<file path="src/rtl/lut3_shift_register_if.sv">
// lut3_shift_register_if -- signal bundle for the lut3_shift_register cell.
//
// Signals:
//   enable    shift enable (driven by master)
//   S         serial configuration bit (driven by master)
//   A, B, C   LUT select, A is the MSB (driven by master)
//   Z         LUT output (driven by slave)
//   Q_out     configuration readback, 2**SEL_W bits (only with LUT3_QOUT_EN)
//   load_done high once 2**SEL_W shifts have occurred since reset
//             (only with LUT3_QOUT_EN)
//
// Optional feature macro: LUT3_QOUT_EN.
interface lut3_shift_register_if #(
  parameter int SEL_W = 3
);
  logic enable;
  logic S;
  logic A;
  logic B;
  logic C;
  logic Z;
`ifdef LUT3_QOUT_EN
  logic [2**SEL_W-1:0] Q_out;
  logic                load_done;
`endif

`ifdef LUT3_QOUT_EN
  modport master (output enable, S, A, B, C, input Z, Q_out, load_done);
  modport slave  (input enable, S, A, B, C, output Z, Q_out, load_done);
`else
  modport master (output enable, S, A, B, C, input Z);
  modport slave  (input enable, S, A, B, C, output Z);
`endif
endinterface

</file>
<file path="src/rtl/lut3_shift_register.sv">
// lut3_shift_register -- serial-load shift register used as a programmable
// 3-input lookup table.
//
// Configuration bits enter on bus.S at each rising clock edge with
// bus.enable high (newest bit in Q[0], oldest shifted toward Q[7]). The
// output bus.Z is a purely combinational read of Q[{A,B,C}].
//
// Ports:
//   clk    rising-edge clock
//   reset  synchronous, active-high; loads RESET_VAL, has priority over shift
//   bus    lut3_shift_register_if.slave (enable, S, A, B, C, Z and, with
//          LUT3_QOUT_EN, Q_out / load_done)
//
// Optional feature macro: LUT3_QOUT_EN -- adds Q_out readback and a
// saturating shift counter driving load_done.
module lut3_shift_register #(
  parameter int                SEL_W     = 3,
  parameter logic [2**SEL_W-1:0] RESET_VAL = '0
) (
  input logic                   clk,
  input logic                   reset,
  lut3_shift_register_if.slave  bus
);

  localparam int DEPTH = 2**SEL_W;

  logic [DEPTH-1:0] q;
  logic [2:0]       sel;

  always_ff @(posedge clk) begin
    if (reset) begin
      q <= RESET_VAL;
    end else if (bus.enable) begin
      q <= {q[DEPTH-2:0], bus.S};
    end
  end

  // Select is zero-latency: no register between {A,B,C} and Z.
  assign sel   = {bus.A, bus.B, bus.C};
  assign bus.Z = q[sel];

`ifdef LUT3_QOUT_EN
  localparam logic [SEL_W:0] CNT_MAX = (SEL_W+1)'(DEPTH);

  // Counts enabled shifts since reset; stops at DEPTH so load_done
  // never drops again until the next reset.
  logic [SEL_W:0] shift_cnt;
  logic           load_done_r;

  always_ff @(posedge clk) begin
    if (reset) begin
      shift_cnt   <= '0;
      load_done_r <= 1'b0;
    end else if (bus.enable && (shift_cnt != CNT_MAX)) begin
      shift_cnt <= shift_cnt + 1'b1;
      if (shift_cnt == CNT_MAX - 1'b1) begin
        load_done_r <= 1'b1;
      end
    end
  end

  assign bus.Q_out     = q;
  assign bus.load_done = load_done_r;
`endif

endmodule

</file>
<file path="src/flat_wrapper.sv">
// flat-port wrapper written by rule: the top's interface ports become plain ports
module lut3_shift_register_flat 
#(
  parameter int                SEL_W     = 3,
  parameter logic [2**SEL_W-1:0] RESET_VAL = '0
)
  (clk, reset, bus_enable, bus_S, bus_A, bus_B, bus_C, bus_Z);
  lut3_shift_register_if #(.SEL_W(SEL_W)) bus_i ();
  input logic clk;
  input logic reset;
  input wire logic [$bits(bus_i.enable)-1:0] bus_enable;
  input wire logic [$bits(bus_i.S)-1:0] bus_S;
  input wire logic [$bits(bus_i.A)-1:0] bus_A;
  input wire logic [$bits(bus_i.B)-1:0] bus_B;
  input wire logic [$bits(bus_i.C)-1:0] bus_C;
  output wire logic [$bits(bus_i.Z)-1:0] bus_Z;
  assign bus_i.enable = bus_enable;
  assign bus_i.S = bus_S;
  assign bus_i.A = bus_A;
  assign bus_i.B = bus_B;
  assign bus_i.C = bus_C;
  assign bus_Z = bus_i.Z;
  lut3_shift_register #(.SEL_W(SEL_W), .RESET_VAL(RESET_VAL)) u_core (.clk(clk), .reset(reset), .bus(bus_i));
endmodule
</file>
<file path="config.mk">
export PLATFORM = sky130hd
export DESIGN_NAME = lut3_shift_register_flat
export DESIGN_NICKNAME = d
export VERILOG_FILES = /design/src/rtl/lut3_shift_register_if.sv /design/src/rtl/lut3_shift_register.sv /design/src/flat_wrapper.sv
export SDC_FILE = /design/constraint.sdc
export NUM_CORES = 1
export LEC_CHECK = 0
export CAP_MARGIN = 5
export CORE_AREA = 3 3 40 42
export DETAILED_ROUTE_END_ITERATION = 10
export DIE_AREA = 0 0 43 45
export GPL_ROUTABILITY_DRIVEN = 0
export SETUP_SLACK_MARGIN = 0.1
export SYNTH_ARGS = -nofsm -noshare
export SYNTH_HDL_FRONTEND = slang
export SYNTH_SLANG_ARGS = --single-unit
</file>
<file path="constraint.sdc">
create_clock -name clk -period 1.4 [get_ports clk]
set_clock_uncertainty 0.05 [all_clocks]
set_input_delay 0.35 -clock clk [delete_from_list [all_inputs] [get_ports clk]]
set_output_delay 0.35 -clock clk [all_outputs]
set_load 0.03 [all_outputs]
</file>
==> results of run 1 <==
## power breakdown
| group | internal [mW] | switching [mW] | total (mW) |
|---|---|---|---|
| clock | 0.0975 | 0.0698 | 0.167 |
| sequential | 0.232 | 0.00219 | 0.234 |
| combinational | 0.0327 | 0.0195 | 0.0522 |
| total | 0.362 | 0.0915 | 0.454 |
## logic make-up after synthesis
logic type    after synthesis
simple gates                8
flops                       8
mux                        11
buf+inv                     2
## metal layers
metal	GRT usage [%]	up-vias	share of wire, %
met5	0	-	0
met4	3.61	0	0.80
met3	6.37	2	7.3
met2	16.5	8	50
met1	10.8	123	42
li1	-	132	-
## worst max-delay path: stages, from the launching register on
cell and delay, ps:
sky130_fd_sc_hd__dfxtp_2 310, sky130_fd_sc_hd__mux4_2 460, sky130_fd_sc_hd__mux2_4 270, sky130_fd_sc_hd__buf_6 140
## layout make-up
class                      instances  area (sq um)  area share, %
multi-input combinational         19           170           33.7
clock buffer                       3          22.5           4.46
timing repair buffer              14           130           25.7
sequential                         8           164           32.4
tap                               15          18.8           3.71
## cell usage after synthesis
cell type,n,area (sq um)
sky130_fd_sc_hd__buf_2,1,5.00
sky130_fd_sc_hd__mux2_2,1,11.3
sky130_fd_sc_hd__nor2_1,8,30.0
sky130_fd_sc_hd__mux2i_1,8,80.1
sky130_fd_sc_hd__dfxtp_1,8,160
sky130_fd_sc_hd__mux4_1,2,52.6
sky130_fd_sc_hd__buf_1,1,3.75
## what timing repair did
action	CTS	global route
endpoints found under the setup margin	1	1
gates resized for setup	15	0
endpoints found under the hold margin	0	0
## through the flow
| step | hold slack (ps) | instances |
|---|---|---|
| CTS | 466 | 59 |
| global placement | 429 | 56 |
| detailed placement | 477 | 56 |
| finish | 452 | 59 |
| global route | 508 | 59 |
| floorplan | 405 | 29 |
## worst max path at each step
stage / start / to / slack (ps) / cells after the start
final: u_core.q[7]$_SDFFE_PP0P_ / bus_Z / -430 / 3
after detailed placement: bus_C / bus_Z / -1260 / 4
after global routing: u_core.q[7]$_SDFFE_PP0P_ / bus_Z / -480 / 3
after CTS: u_core.q[7]$_SDFFE_PP0P_ / bus_Z / -450 / 3
after floorplan: bus_C / bus_Z / -140 / 2
after global placement: bus_C / bus_Z / -1250 / 4
## placed cells by master, fill, tap and decap left out
cell / netlist / routed
sky130_fd_sc_hd__mux2i_1: 8 / 8
sky130_fd_sc_hd__nor2_1: 8 / 8
sky130_fd_sc_hd__buf_4: 0 / 6
sky130_fd_sc_hd__dfxtp_1: 8 / 5
sky130_fd_sc_hd__clkdlybuf4s50_1: 0 / 4
sky130_fd_sc_hd__clkbuf_4: 0 / 3
sky130_fd_sc_hd__dfxtp_2: 0 / 3
sky130_fd_sc_hd__mux4_2: 0 / 2
sky130_fd_sc_hd__mux2_4: 0 / 1
sky130_fd_sc_hd__dlygate4sd2_1: 0 / 1
sky130_fd_sc_hd__buf_2: 1 / 1
sky130_fd_sc_hd__buf_6: 0 / 1
sky130_fd_sc_hd__buf_12: 0 / 1
==> impl_metrics.env, run 1 <==
export IMPL_result_of_the_run="finished, violations left"
export IMPL_violations="setup timing"
export IMPL_fp_row_count=13
export IMPL_postSynthCellCount=29
export IMPL_timing_rr_start="u_core.q[4]$_SDFFE_PP0P_"
export IMPL_number_of_flip_flops_in_the_largest_register=8
export IMPL_place_port_buffers=7
export IMPL_floorplan_core_area_sq_um=1280
export IMPL_hold_viol=0
export IMPL_grt_remaining_overflow=0
export IMPL_maximum_number_of_pins_on_one_net_before_global_route_repair=9
export IMPL_element_type_at_the_critical_path_start="flip-flop"
export IMPL_timing_final_setup_violations=1
export IMPL_max_cap_violations=0
export IMPL_ant_nets=0
export IMPL_cts_repair_timing_setup_buffer_count=0
export IMPL_timing_reg2reg_setup_slack_ps=570
export IMPL_die_h_um=45
export IMPL_via_per_inst=4.49
export IMPL_synth_seq_area_share_pct=46.7
export IMPL_tightest_slew_ps=278
export IMPL_fin_total_pwr_mw=0.454
export IMPL_synth_area_in_xor_xnor_pct=0
export IMPL_die_w_um=43
export IMPL_mappedNetlistNets=36
export IMPL_starting_density_of_the_core_pct=26.7
export IMPL_syn_avg_cell_area_sq_um=11.8
export IMPL_max_slew_vio_count=0
export IMPL_antenna_found_initial=0
export IMPL_vdd_ir_drop_worst_mv=0.517
export IMPL_reg_top3="u_core.q x8"
export IMPL_clk_pin_slew_ps=50
export IMPL_grt_pass1_vias=292
export IMPL_whs_endpoint="u_core.q[7]$_SDFFE_PP0P_"
export IMPL_synth_mux_area_share_pct=42.0
export IMPL_whs_path_depth=2
export IMPL_detail_route_wirelength_um=750
export IMPL_detail_route_iter0_violations=6
export IMPL_worst_slew_margin_rel_pct=81.4
export IMPL_layout_filler_cells=131
export IMPL_fin_area_sq_um=505
export IMPL_crit_arrival_ps=1430
export IMPL_hp_class="flip-flop to flip-flop"
export IMPL_cts_tree="done"
export IMPL_cts_root_buf="sky130_fd_sc_hd__clkbuf_4"
export IMPL_rsz0062_at_grt="true"
export IMPL_powerDensity_nw_per_um2=898
export IMPL_fp_dieArea_sq_um=1940
export IMPL_hpwlAfterDp_um=599
export IMPL_startpoint_to_endpoint_class_of_the_critical_path="flip-flop to primary output"
export IMPL_routed_wire_length_per_instance_um=12.7
export IMPL_drive_above_1_share_pct=40.9
export IMPL_critPathRequiredTime_ps=1000
export IMPL_cellLeakagePower_nw=0.232
export IMPL_num_io_pins=8
export IMPL_vias=265
export IMPL_clkSinkCount=8
export IMPL_num_antenna_cells=0
export IMPL_synth_simple_gate_area_share_pct=8.76
export IMPL_drcViolationCount=0
export IMPL_clock_latency_ps=250
export IMPL_drtPass1Iterations=4
export IMPL_nets=53
export IMPL_cts_buffers_inserted=3
export IMPL_post_place_setup_slack_ps=-1260
export IMPL_ctsHtreeMaxLevel=1
export IMPL_post_synth_num_cell_types=7
export IMPL_area_growth_synth_to_final_pct=47.4
export IMPL_yosys_register_bits=8
export IMPL_postLayoutSetupSlackWorst_ps=-432
export IMPL_period_share_pct=131
export IMPL_worstReg2RegEnd="u_core.q[5]$_SDFFE_PP0P_"
export IMPL_placed_cell_area_sq_um=484
export IMPL_worstHoldStart="u_core.q[7]$_SDFFE_PP0P_"
export IMPL_clock_fmax_mhz=546
export IMPL_globalRouteTotalUtil_pct=10.1
export IMPL_largest_register="u_core.q"
export IMPL_critPathCaptureType="primary output"
export IMPL_clock_tree_buffer_depth=2
export IMPL_final_period_minus_worst_setup_slack_ps=1830
export IMPL_reg2regPathDepth=3
export IMPL_hold_fix_buffers_at_cts=0
export IMPL_syn_area_sq_um=343
export IMPL_postLayoutCoreUtil_pct=39.3
export IMPL_adder_cell_area_share_of_the_yosys_netlist_pct=0
export IMPL_sum_of_negative_setup_slack_ps=-432
export IMPL_synth_area_in_compound_gates_pct=0
export IMPL_grt_pass1_wl_um=1350
export IMPL_main_combinational_cell_family_by_area_after_synthesis="multiplexers"
export IMPL_yosys_warnings=0
export IMPL_path_max_fanout=2
(Power assumes the default switching activity.)
==> run 2, diff against run 1 <==
--- a/config.mk
+++ b/config.mk
@@ -6,10 +6,11 @@
 export NUM_CORES = 1
 export LEC_CHECK = 0
 export CAP_MARGIN = 5
-export CORE_AREA = 3 3 40 42
+export CORE_AREA = 2 2 39 41
 export DETAILED_ROUTE_END_ITERATION = 10
-export DIE_AREA = 0 0 43 45
+export DIE_AREA = 0 0 41 43
 export GPL_ROUTABILITY_DRIVEN = 0
+export MAX_ROUTING_LAYER = met4
 export SETUP_SLACK_MARGIN = 0.1
 export SYNTH_ARGS = -nofsm -noshare
 export SYNTH_HDL_FRONTEND = slang
==> constraint.sdc (replaced) <==
create_clock -name clk -period 1.4 [get_ports clk]
set_clock_uncertainty 0.05 [all_clocks]
set_input_delay 0.28 -clock clk [delete_from_list [all_inputs] [get_ports clk]]
set_output_delay 0.28 -clock clk [all_outputs]
set_load 0.03 [all_outputs]
==> impl_metrics.env, run 2 (synthesis results as in run 1) <==
export IMPL_powerDensity_nw_per_um2=905
export IMPL_met3_length_um=76
export IMPL_element_type_at_the_critical_path_start="flip-flop"
export IMPL_clock_tree_buffer_depth=2
export IMPL_num_antenna_cells=0
export IMPL_worst_slew_margin_rel_pct=79.1
export IMPL_layout_filler_cells=153
export IMPL_via_per_inst=4.31
export IMPL_place_port_buffers=7
export IMPL_switch_share_pct=22.1
export IMPL_fp_row_count=14
export IMPL_share_seq_of_total_power_pct=49.8
export IMPL_hold_viol=0
export IMPL_whs_path_depth=2
export IMPL_maximum_number_of_pins_on_one_net_before_global_route_repair=9
export IMPL_reg_top3="u_core.q x8"
export IMPL_cellLeakagePower_nw=0.238
export IMPL_grt_pass1_vias=269
export IMPL_antenna_found_initial=0
export IMPL_routed_wire_length_per_instance_um=11.0
export IMPL_fin_area_sq_um=518
export IMPL_cts_buffers_inserted=3
export IMPL_rsz0062_at_grt="true"
export IMPL_placed_cell_area_sq_um=485
export IMPL_clock_latency_ps=260
export IMPL_clkPwrFrac_pct=38.4
export IMPL_met1_length_um=274
export IMPL_die_w_um=41
export IMPL_top_layer_used="met4"
export IMPL_most_used_cells_in_the_layout_excluding_fill_and_tap_cells="8 x sky130_fd_sc_hd__mux2i_1, 8 x sky130_fd_sc_hd__nor2_1, 7 x sky130_fd_sc_hd__buf_4, 6 x sky130_fd_sc_hd__dfxtp_1, 4 x sky130_fd_sc_hd__clkdlybuf4s50_1"
export IMPL_wl_met2_um=296
export IMPL_hp_class="flip-flop to flip-flop"
export IMPL_path_max_fanout=2
export IMPL_period_share_pct=126
export IMPL_ant_nets=0
export IMPL_fp_dieArea_sq_um=1760
export IMPL_hold_fix_buffers_at_cts=0
export IMPL_area_growth_synth_to_final_pct=51.1
export IMPL_timing_final_setup_violations=1
export IMPL_violations="setup timing"
export IMPL_number_of_flip_flops_in_the_largest_register=8
export IMPL_cts_root_buf="sky130_fd_sc_hd__clkbuf_4"
export IMPL_max_cap_violations=0
export IMPL_detail_route_wirelength_um=669
export IMPL_critPathRequiredTime_ps=1070
export IMPL_crit_arrival_ps=1440
export IMPL_clock_fmax_mhz=565
export IMPL_clk_pin_slew_ps=60
export IMPL_hpwlAfterDp_um=483
export IMPL_drtPass1Iterations=1
export IMPL_globalRouteTotalUtil_pct=10.3
export IMPL_final_cell_count_no_fill=61
export IMPL_final_period_minus_worst_setup_slack_ps=1770
export IMPL_place_inst=57
export IMPL_result_of_the_run="finished, violations left"
export IMPL_vdd_ir_drop_worst_mv=0.306
export IMPL_switchingPower_mw=0.103
export IMPL_postLayoutSetupSlackWorst_ps=-370
export IMPL_detail_route_iter0_violations=0
export IMPL_drcViolationCount=0
export IMPL_grt_remaining_overflow=0
export IMPL_nets=54
export IMPL_reg2regPathDepth=3
export IMPL_post_place_setup_slack_ps=-1120
export IMPL_max_slew_vio_count=0
export IMPL_tightest_slew_ps=312
export IMPL_startpoint_to_endpoint_class_of_the_critical_path="flip-flop to primary output"
export IMPL_critPathCaptureType="primary output"
export IMPL_internal_power_summed_over_all_cells_mw=0.365
export IMPL_hold_ws_ps=469
export IMPL_clkSinkCount=8
export IMPL_floorplan_core_area_sq_um=1380
export IMPL_die_h_um=43
export IMPL_ctsHtreeMaxLevel=1
export IMPL_cts_tree="done"
export IMPL_vias=263
export IMPL_power_share_combinational_pct=11.8
export IMPL_starting_density_of_the_core_pct=24.8
export IMPL_num_io_pins=8
export IMPL_drive_above_1_share_pct=37.8
export IMPL_largest_register="u_core.q"
export IMPL_grt_pass1_wl_um=1120
[run 2: cell type report]
type	count	area, sq um	share of cell area (%)
Tap cell	16	20.0	3.86
Multi-Input combinational cell	19	170	32.9
Timing Repair Buffer	15	143	27.5
Clock buffer	3	22.5	4.35
Sequential cell	8	163	31.4
[run 2: worst paths after layout]
check,start,to,slack (ps)
setup / recovery,u_core.q[5]$_SDFFE_PP0P_,bus_Z,-370
hold / removal,u_core.q[7]$_SDFFE_PP0P_,u_core.q[7]$_SDFFE_PP0P_,470
setup reg to reg,u_core.q[2]$_SDFFE_PP0P_,u_core.q[3]$_SDFFE_PP0P_,620
hold reg to reg,u_core.q[7]$_SDFFE_PP0P_,u_core.q[7]$_SDFFE_PP0P_,470
[run 2: layer usage]
layer,vias up,track usage (%)
met5,-,-
met4,0,8.00
met3,3,5.24
met2,10,15.0
met1,118,9.54
li1,132,-
[run 2: critical path: stages, from the launching register on]
cell,delay [ps]
sky130_fd_sc_hd__dfxtp_2,320
sky130_fd_sc_hd__mux4_2,450
sky130_fd_sc_hd__mux2_4,280
sky130_fd_sc_hd__buf_6,140
[run 2: per-stage QoR]
stage | util, % | setup TNS [ps] | power [mW]
finish | 37.4 | -370 | 0.469
global route | 37.4 | -429 | 0.502
CTS | 37.3 | -385 | 0.484
detailed placement | 35.1 | -1120 | 0.293
global placement | 35.1 | -1110 | 0.293
floorplan | - | 0 | 0.262
[run 2: timing repair]
item | 4_1_cts | 5_1_grt
endpoints found under the setup margin | 1 | 1
setup buffers | 1 | 0
gates resized for setup | 11 | 1
pin swaps | 0 | 0
[run 2: power groups by stage]
| stage | clock (mW) | sequential, mW | combinational, mW |
|---|---|---|---|
| after CTS | 0.195 | 0.233 | 0.0560 |
| after global routing | 0.209 | 0.234 | 0.0589 |
| after floorplan | 0 | 0.238 | 0.0237 |
| final | 0.180 | 0.233 | 0.0554 |
| after detailed placement | 0 | 0.238 | 0.0545 |
| after global placement | 0 | 0.238 | 0.0543 |
